`config.mk`:
```
export PLATFORM = sky130hd
export DESIGN_NAME = serial_receiver
export DESIGN_NICKNAME = d
export VERILOG_FILES = /design/src/rtl/serial_receiver_pkg.sv /design/src/rtl/bit_sync.sv /design/src/rtl/serial_receiver.sv
export SDC_FILE = /design/constraint.sdc
export NUM_CORES = 1
export LEC_CHECK = 0
export CELL_PAD_IN_SITES_DETAIL_PLACEMENT = 0
export CELL_PAD_IN_SITES_GLOBAL_PLACEMENT = 1
export CORE_ASPECT_RATIO = 0.6
export CORE_MARGIN = 3
export CORE_UTILIZATION = 45
export CTS_CLUSTER_SIZE = 10
export DETAILED_ROUTE_END_ITERATION = 10
export GPL_TIMING_DRIVEN = 0
export PLACE_DENSITY_LB_ADDON = 0.1
export SLEW_MARGIN = 20
export SYNTH_ARGS = -nofsm -noshare
export SYNTH_HDL_FRONTEND = slang
export SYNTH_HIERARCHICAL = 1
export SYNTH_SLANG_ARGS = --single-unit
```
`constraint.sdc`:
```
create_clock -name clk -period 2.2 [get_ports clk]
set_clock_uncertainty 0.1 [all_clocks]
set_input_delay 0.55 -clock clk [delete_from_list [all_inputs] [get_ports clk]]
set_output_delay 0.55 -clock clk [all_outputs]
set_load 0.02 [all_outputs]
```
`src/rtl/serial_receiver_pkg.sv`:
```
// ============================================================================
// Module      : serial_receiver_pkg
// Description : Shared transceiver defaults and serial FSM state encoding.
// Revision    : 1.0 - initial release
// ============================================================================
`default_nettype none

package serial_receiver_pkg;

    localparam int c_CLKS_PER_BIT = 10;
    localparam int c_DATA_BITS    = 8;

    typedef enum logic [1:0] {
        ST_IDLE  = 2'd0,
        ST_START = 2'd1,
        ST_DATA  = 2'd2,
        ST_STOP  = 2'd3
    } ser_state_t;

endpackage

`default_nettype wire

```
`src/rtl/bit_sync.sv`:
```
// ============================================================================
// Module      : bit_sync
// Description : Two-flop synchronizer for an asynchronous level, resets high.
// Revision    : 1.0 - initial release
// ============================================================================
`default_nettype none

module bit_sync (
    input  logic clk,
    input  logic rst,
    input  logic d,
    output logic q
);

    logic [1:0] r_sync;

    always_ff @(posedge clk or negedge rst) begin
        if (!rst) begin
            r_sync <= 2'b11;
        end else begin
            r_sync <= {r_sync[0], d};
        end
    end

    assign q = r_sync[1];

endmodule

`default_nettype wire

```
`src/rtl/serial_receiver.sv`:
```
// ============================================================================
// Module      : serial_receiver
// Description : Start/data/stop serial frame receiver sampling at mid-bit.
// Revision    : 1.0 - initial release
// ============================================================================
`default_nettype none

module serial_receiver
    import serial_receiver_pkg::*;
#(
    parameter int CLKS_PER_BIT = c_CLKS_PER_BIT,
    parameter int DATA_BITS    = c_DATA_BITS
) (
    input  logic                 clk,
    input  logic                 rst,
    input  logic                 rx_in,
    output logic [DATA_BITS-1:0] data_out,
    output logic                 data_valid,
    output logic                 frame_err,
    output logic                 busy
);

    localparam int c_CNT_W = (CLKS_PER_BIT > 1) ? $clog2(CLKS_PER_BIT) : 1;
    localparam int c_IDX_W = (DATA_BITS > 1) ? $clog2(DATA_BITS) : 1;
    localparam logic [c_CNT_W-1:0] c_CNT_HALF = c_CNT_W'(CLKS_PER_BIT / 2 - 1);
    localparam logic [c_CNT_W-1:0] c_CNT_LAST = c_CNT_W'(CLKS_PER_BIT - 1);
    localparam logic [c_IDX_W-1:0] c_IDX_LAST = c_IDX_W'(DATA_BITS - 1);

    logic                 w_rx_s;
    ser_state_t           r_state,  w_state_nxt;
    logic [c_CNT_W-1:0]   r_cnt,    w_cnt_nxt;
    logic [c_IDX_W-1:0]   r_idx,    w_idx_nxt;
    logic [DATA_BITS-1:0] r_shift,  w_shift_nxt;
    logic [DATA_BITS-1:0] r_data,   w_data_nxt;
    logic                 r_valid,  w_valid_nxt;
    logic                 r_ferr,   w_ferr_nxt;
    logic                 r_brk,    w_brk_nxt;

    bit_sync u_sync (
        .clk (clk),
        .rst (rst),
        .d   (rx_in),
        .q   (w_rx_s)
    );

    always_ff @(posedge clk or negedge rst) begin
        if (!rst) begin
            r_state <= ST_IDLE;
            r_cnt   <= '0;
            r_idx   <= '0;
            r_shift <= '0;
            r_data  <= '0;
            r_valid <= 1'b0;
            r_ferr  <= 1'b0;
            r_brk   <= 1'b0;
        end else begin
            r_state <= w_state_nxt;
            r_cnt   <= w_cnt_nxt;
            r_idx   <= w_idx_nxt;
            r_shift <= w_shift_nxt;
            r_data  <= w_data_nxt;
            r_valid <= w_valid_nxt;
            r_ferr  <= w_ferr_nxt;
            r_brk   <= w_brk_nxt;
        end
    end

    always_comb begin
        w_state_nxt = r_state;
        w_cnt_nxt   = r_cnt;
        w_idx_nxt   = r_idx;
        w_shift_nxt = r_shift;
        w_data_nxt  = r_data;
        w_valid_nxt = 1'b0;
        w_ferr_nxt  = 1'b0;
        w_brk_nxt   = r_brk;
        case (r_state)
            ST_IDLE: begin
                // After a framing error the line must be seen high before a new start is accepted
                if (w_rx_s) begin
                    w_brk_nxt = 1'b0;
                end else if (!r_brk) begin
                    w_state_nxt = ST_START;
                    w_cnt_nxt   = '0;
                end
            end
            ST_START: begin
                if (r_cnt == c_CNT_HALF) begin
                    w_cnt_nxt   = '0;
                    w_idx_nxt   = '0;
                    w_state_nxt = w_rx_s ? ST_IDLE : ST_DATA;
                end else begin
                    w_cnt_nxt = r_cnt + 1'b1;
                end
            end
            ST_DATA: begin
                if (r_cnt == c_CNT_LAST) begin
                    w_cnt_nxt          = '0;
                    w_shift_nxt[r_idx] = w_rx_s;
                    if (r_idx == c_IDX_LAST) begin
                        w_state_nxt = ST_STOP;
                    end else begin
                        w_idx_nxt = r_idx + 1'b1;
                    end
                end else begin
                    w_cnt_nxt = r_cnt + 1'b1;
                end
            end
            ST_STOP: begin
                // Leaving at mid-stop leaves half a bit of margin for a back-to-back start
                if (r_cnt == c_CNT_LAST) begin
                    w_cnt_nxt   = '0;
                    w_state_nxt = ST_IDLE;
                    if (w_rx_s) begin
                        w_data_nxt  = r_shift;
                        w_valid_nxt = 1'b1;
                    end else begin
                        w_ferr_nxt = 1'b1;
                        w_brk_nxt  = 1'b1;
                    end
                end else begin
                    w_cnt_nxt = r_cnt + 1'b1;
                end
            end
            default: begin
                w_state_nxt = ST_IDLE;
            end
        endcase
    end

    assign data_out   = r_data;
    assign data_valid = r_valid;
    assign frame_err  = r_ferr;
    assign busy       = (r_state != ST_IDLE);

endmodule

`default_nettype wire

```
==> metrics.md <==
| Metric | Value |
|---|---|
| RSZ-0062 raised after global routing | `no` |
| Final design area excluding fillers | `1740 um2` |
| Core Box Area | `2980 um2` |
| Die footprint | `4010 um2` |
| Launching element type of the critical path | `flip-flop` |
| Mapped Area | `1470 um2` |
| Post-Syn Area per Cell | `11.8 um2` |
| Endpoint type of the worst setup path | `output port` |
| Power consumption | `1.67 mW` |
| Die extent in x | `79.8 um` |
| Gpl congestion | `0.740` |
| Number of slew-limit violations in the final report | `0` |
| CTS tree | `built` |
| Minimum clock period after layout | `2.11 ns` |
| Required arrival time at the worst endpoint | `1.55 ns` |
| DRC | `0` |
| Diodes inserted | `0` |
| Starting DRC count in detailed routing | `47` |
| Reg2Reg Setup Slack | `0.28 ns` |
| Maximum capacitance violations | `0` |
| Worst r2r path cells | `7` |
| Synth Net Count | `132` |
| Wire length of the first global-routing pass | `4.60 mm` |
| Number of fillers in the final layout | `258` |
| Clock share of power | `0.266` |
| Detailed-routing iteration count for the pre-antenna-repair pass | `4` |
| Destination of the critical timing path | `busy` |
| Reported leakage power | `0.846 nW` |
| Final Hold Violating Endpoints | `0` |
| Number of non-filler instances in the completed layout | `187` |
| Vert. Die Dim | `50.3 um` |
| Number of antenna violations at the first check in global routing | `0` |
| Highest net fanout along the worst path | `8` |
| Transition at the pin with the smallest max-transition slack | `0.643 ns` |
| Power dissipated by switching net loads | `0.583 mW` |
| Max-Slew Margin vs Limit | `0.571` |
| Min-Delay Path Class | `input pin to asynchronous set/reset pin` |
| Clk Tree Root Cell | `clkbuf_8` |
| Pin count of the biggest net entering global routing | `31` |
| Worst slack at placement | `0.173 ns` |
| Post-Route Utilization | `0.582` |
| Number of distinct standard cells referenced by the synthesized netlist | `36` |
| Worst skew pair latency | `0.28 ns` |
| Final Cycle Share | `0.961` |
| Final sum of negative setup slack | `0 ns` |
| Fraction of layout cells with a size suffix above 1 | `0.228` |
| Relative contribution of sequential cells to total power | `0.421` |
| Remaining global-route overflow | `0` |
| Int Pwr | `1.09 mW` |
| Layout Nets | `152` |
| Synthesized flop and latch total | `30` |
| Sequential-to-total area share from yosys stat | `0.513` |
| Total power density per cell area | `961 nW/um2` |
| Post-synthesis instance total | `124` |
| Setup Viol. Count Final | `0` |
| Total clock buffers created by CTS | `5` |
| Final routed wirelength across all metal layers | `2.60 mm` |
| Path type of the worst setup path | `flip-flop to output port` |
| Routed wirelength normalized by instance count | `13.9 um` |
| Startpoint of the worst register-to-register path | `r_cnt[1]` |
| Worst IR drop on VDD | `0.485 mV` |
| Share of total power consumed by net switching | `0.349` |
| H-tree depth reported by CTS | `2` |
| Detailed Place HPWL | `1.90 mm` |
| Growth of design area from synthesis to finish | `18.2%` |
| Number of global-route vias before repair | `894` |
| CTS clk-pin slew, worst paths | `0.06 ns` |
| Global-route usage over all layers | `0.157` |
| Vias/cell | `5.11` |
| Critical Path AT | `1.46 ns` |
| Maximum frequency from static timing analysis | `473 MHz` |
| Count of boundary I/O pins | `14` |
| Area after DPL | `1650 um2` |
| Critical R2R Capture | `data_out[1]` |
| Num Clock Sinks | `30` |
| Via count | `955` |
| Total number of placement rows | `15` |
| Initial core utilization | `0.492` |
| Instance count after placement with tap cells included | `179` |
| Result of the run | `completed` |
| Post-route worst hold slack | `0.188 ns` |
| Count of antenna-violating nets left after detailed routing | `0` |
| Comb power frac | `0.312` |
| Final Worst Setup Slack | `0.0866 ns` |
| Port Buffers | `13` |
| Number of warnings reported in the yosys synthesis log | `6` |
| Maximum buffer depth of the clock tree | `2` |
[metal layers]
layer | routed length, um | track usage
met5 | 0 | 0
met4 | 44 | 0.0674
met3 | 134 | 0.0556
met2 | 980 | 0.180
met1 | 1450 | 0.251
[final cells by class]
| class | count | area (um2) | area share |
|---|---|---|---|
| flip-flops and latches | 30 | 753 | 0.434 |
| inverters | 5 | 18.8 | 0.0108 |
| plain buffers | 6 | 32.5 | 0.0187 |
| clock buffers | 7 | 86.3 | 0.0497 |
| repair buffers | 13 | 124 | 0.0713 |
| multi-input cells | 83 | 664 | 0.383 |
| clock inverters | 1 | 5.00 | 0.00288 |
| well taps | 42 | 52.6 | 0.0303 |
[Yosys cell counts]
cell / n / share of area
buf_2: 2 / 0.0068
and3_1: 2 / 0.0085
nand4bb_1: 1 / 0.0077
buf_6: 1 / 0.0077
clkbuf_1: 3 / 0.0077
mux2_2: 7 / 0.054
nor4_1: 1 / 0.0043
nand2b_1: 3 / 0.013
and3b_1: 1 / 0.0060
nor3b_1: 1 / 0.0051
nand3b_1: 1 / 0.0051
dfstp_2: 2 / 0.036
or2_1: 1 / 0.0043
xnor2_1: 1 / 0.0060
inv_1: 5 / 0.013
o22ai_1: 2 / 0.0085
nor4b_2: 1 / 0.010
nand2_1: 7 / 0.018
o31ai_1: 3 / 0.015
ha_1: 5 / 0.043
nor3_1: 2 / 0.0068
nor2_1: 7 / 0.018
a21o_1: 1 / 0.0051
nor2_2: 1 / 0.0043
a32o_1: 1 / 0.0068
mux2_4: 8 / 0.082
nand4b_4: 1 / 0.016
o21ai_0: 5 / 0.017
mux2i_1: 1 / 0.0068
nand3b_4: 1 / 0.014
or2_2: 1 / 0.0043
nand3_1: 14 / 0.048
a211o_1: 1 / 0.0060
dfrtp_1: 28 / 0.48
nor2b_1: 1 / 0.0043
nand4b_1: 1 / 0.0060
[sequential cells by signal, indices dropped and copies added, names as in the netlist, named ones only]
register       cells
data_out           8
data_valid         1
frame_err          1
r_brk              1
r_cnt              4
r_idx              3
r_shift            8
r_state            1
u_sync/r_sync      2
[power groups by stage]
| stage | Clock (mW) | Sequential, mW | Combinational [mW] |
|---|---|---|---|
| 2_1_floorplan | 0 | 0.693 | 0.403 |
| 3_3_place_gp | 0 | 0.708 | 0.513 |
| 3_5_place_dp | 0 | 0.714 | 0.523 |
| 4_1_cts | 0.461 | 0.704 | 0.520 |
| 5_1_grt | 0.501 | 0.720 | 0.590 |
| 6_report | 0.445 | 0.704 | 0.521 |
[how the worst min path moves through the flow]
stage / to / cells after the start / slack [ns]
after global placement: u_sync/r_sync[1] / 0 / 0.25
after global routing: r_cnt[3] / 1 / 0.24
after floorplan: asynchronous set/reset pin / 0 / 0.15
final: r_cnt[0] / 1 / 0.19
after CTS: r_cnt[0] / 1 / 0.22
after detailed placement: u_sync/r_sync[1] / 0 / 0.25
[critical path: stages, from the launching register on]
cell           delay, ns
dfrtp_1             0.37
buf_2               0.17
or2_2               0.31
dlygate4sd2_1       0.33
[cell families after synthesis]
| logic type | count (synthesis) | synth area share |
|---|---|---|
| buffers and inverters | 11 | 0.0349 |
| flip-flops | 30 | 0.513 |
| AND/OR/NAND/NOR | 48 | 0.203 |
| multiplexers | 16 | 0.142 |
| XOR/XNOR | 1 | 0.00596 |
| AO/OA/AOI/OAI | 13 | 0.0588 |
| adder cells (fa/ha/maj) | 5 | 0.0426 |
[layout by cell type (no fill, tap or decap), drive strengths merged, types with 3 or more instances in the layout]
cell,n
buf,4
clkbuf,10
clkdlybuf4s50,11
dfrtp,28
ha,5
inv,5
mux2,15
nand2,7
nand2b,3
nand3,14
nor2,8
o21ai,5
o31ai,3
[what timing repair did]
| action | 4_1_cts | 5_1_grt |
|---|---|---|
| resized for setup | 1 | 0 |
| buffers inserted | 0 | 0 |
| endpoints found under the hold margin | 0 | 0 |
| hold buffers | 0 | 0 |
| setup endpoints to repair | 1 | 0 |
Note: power is estimated with default switching activity, not from simulation.
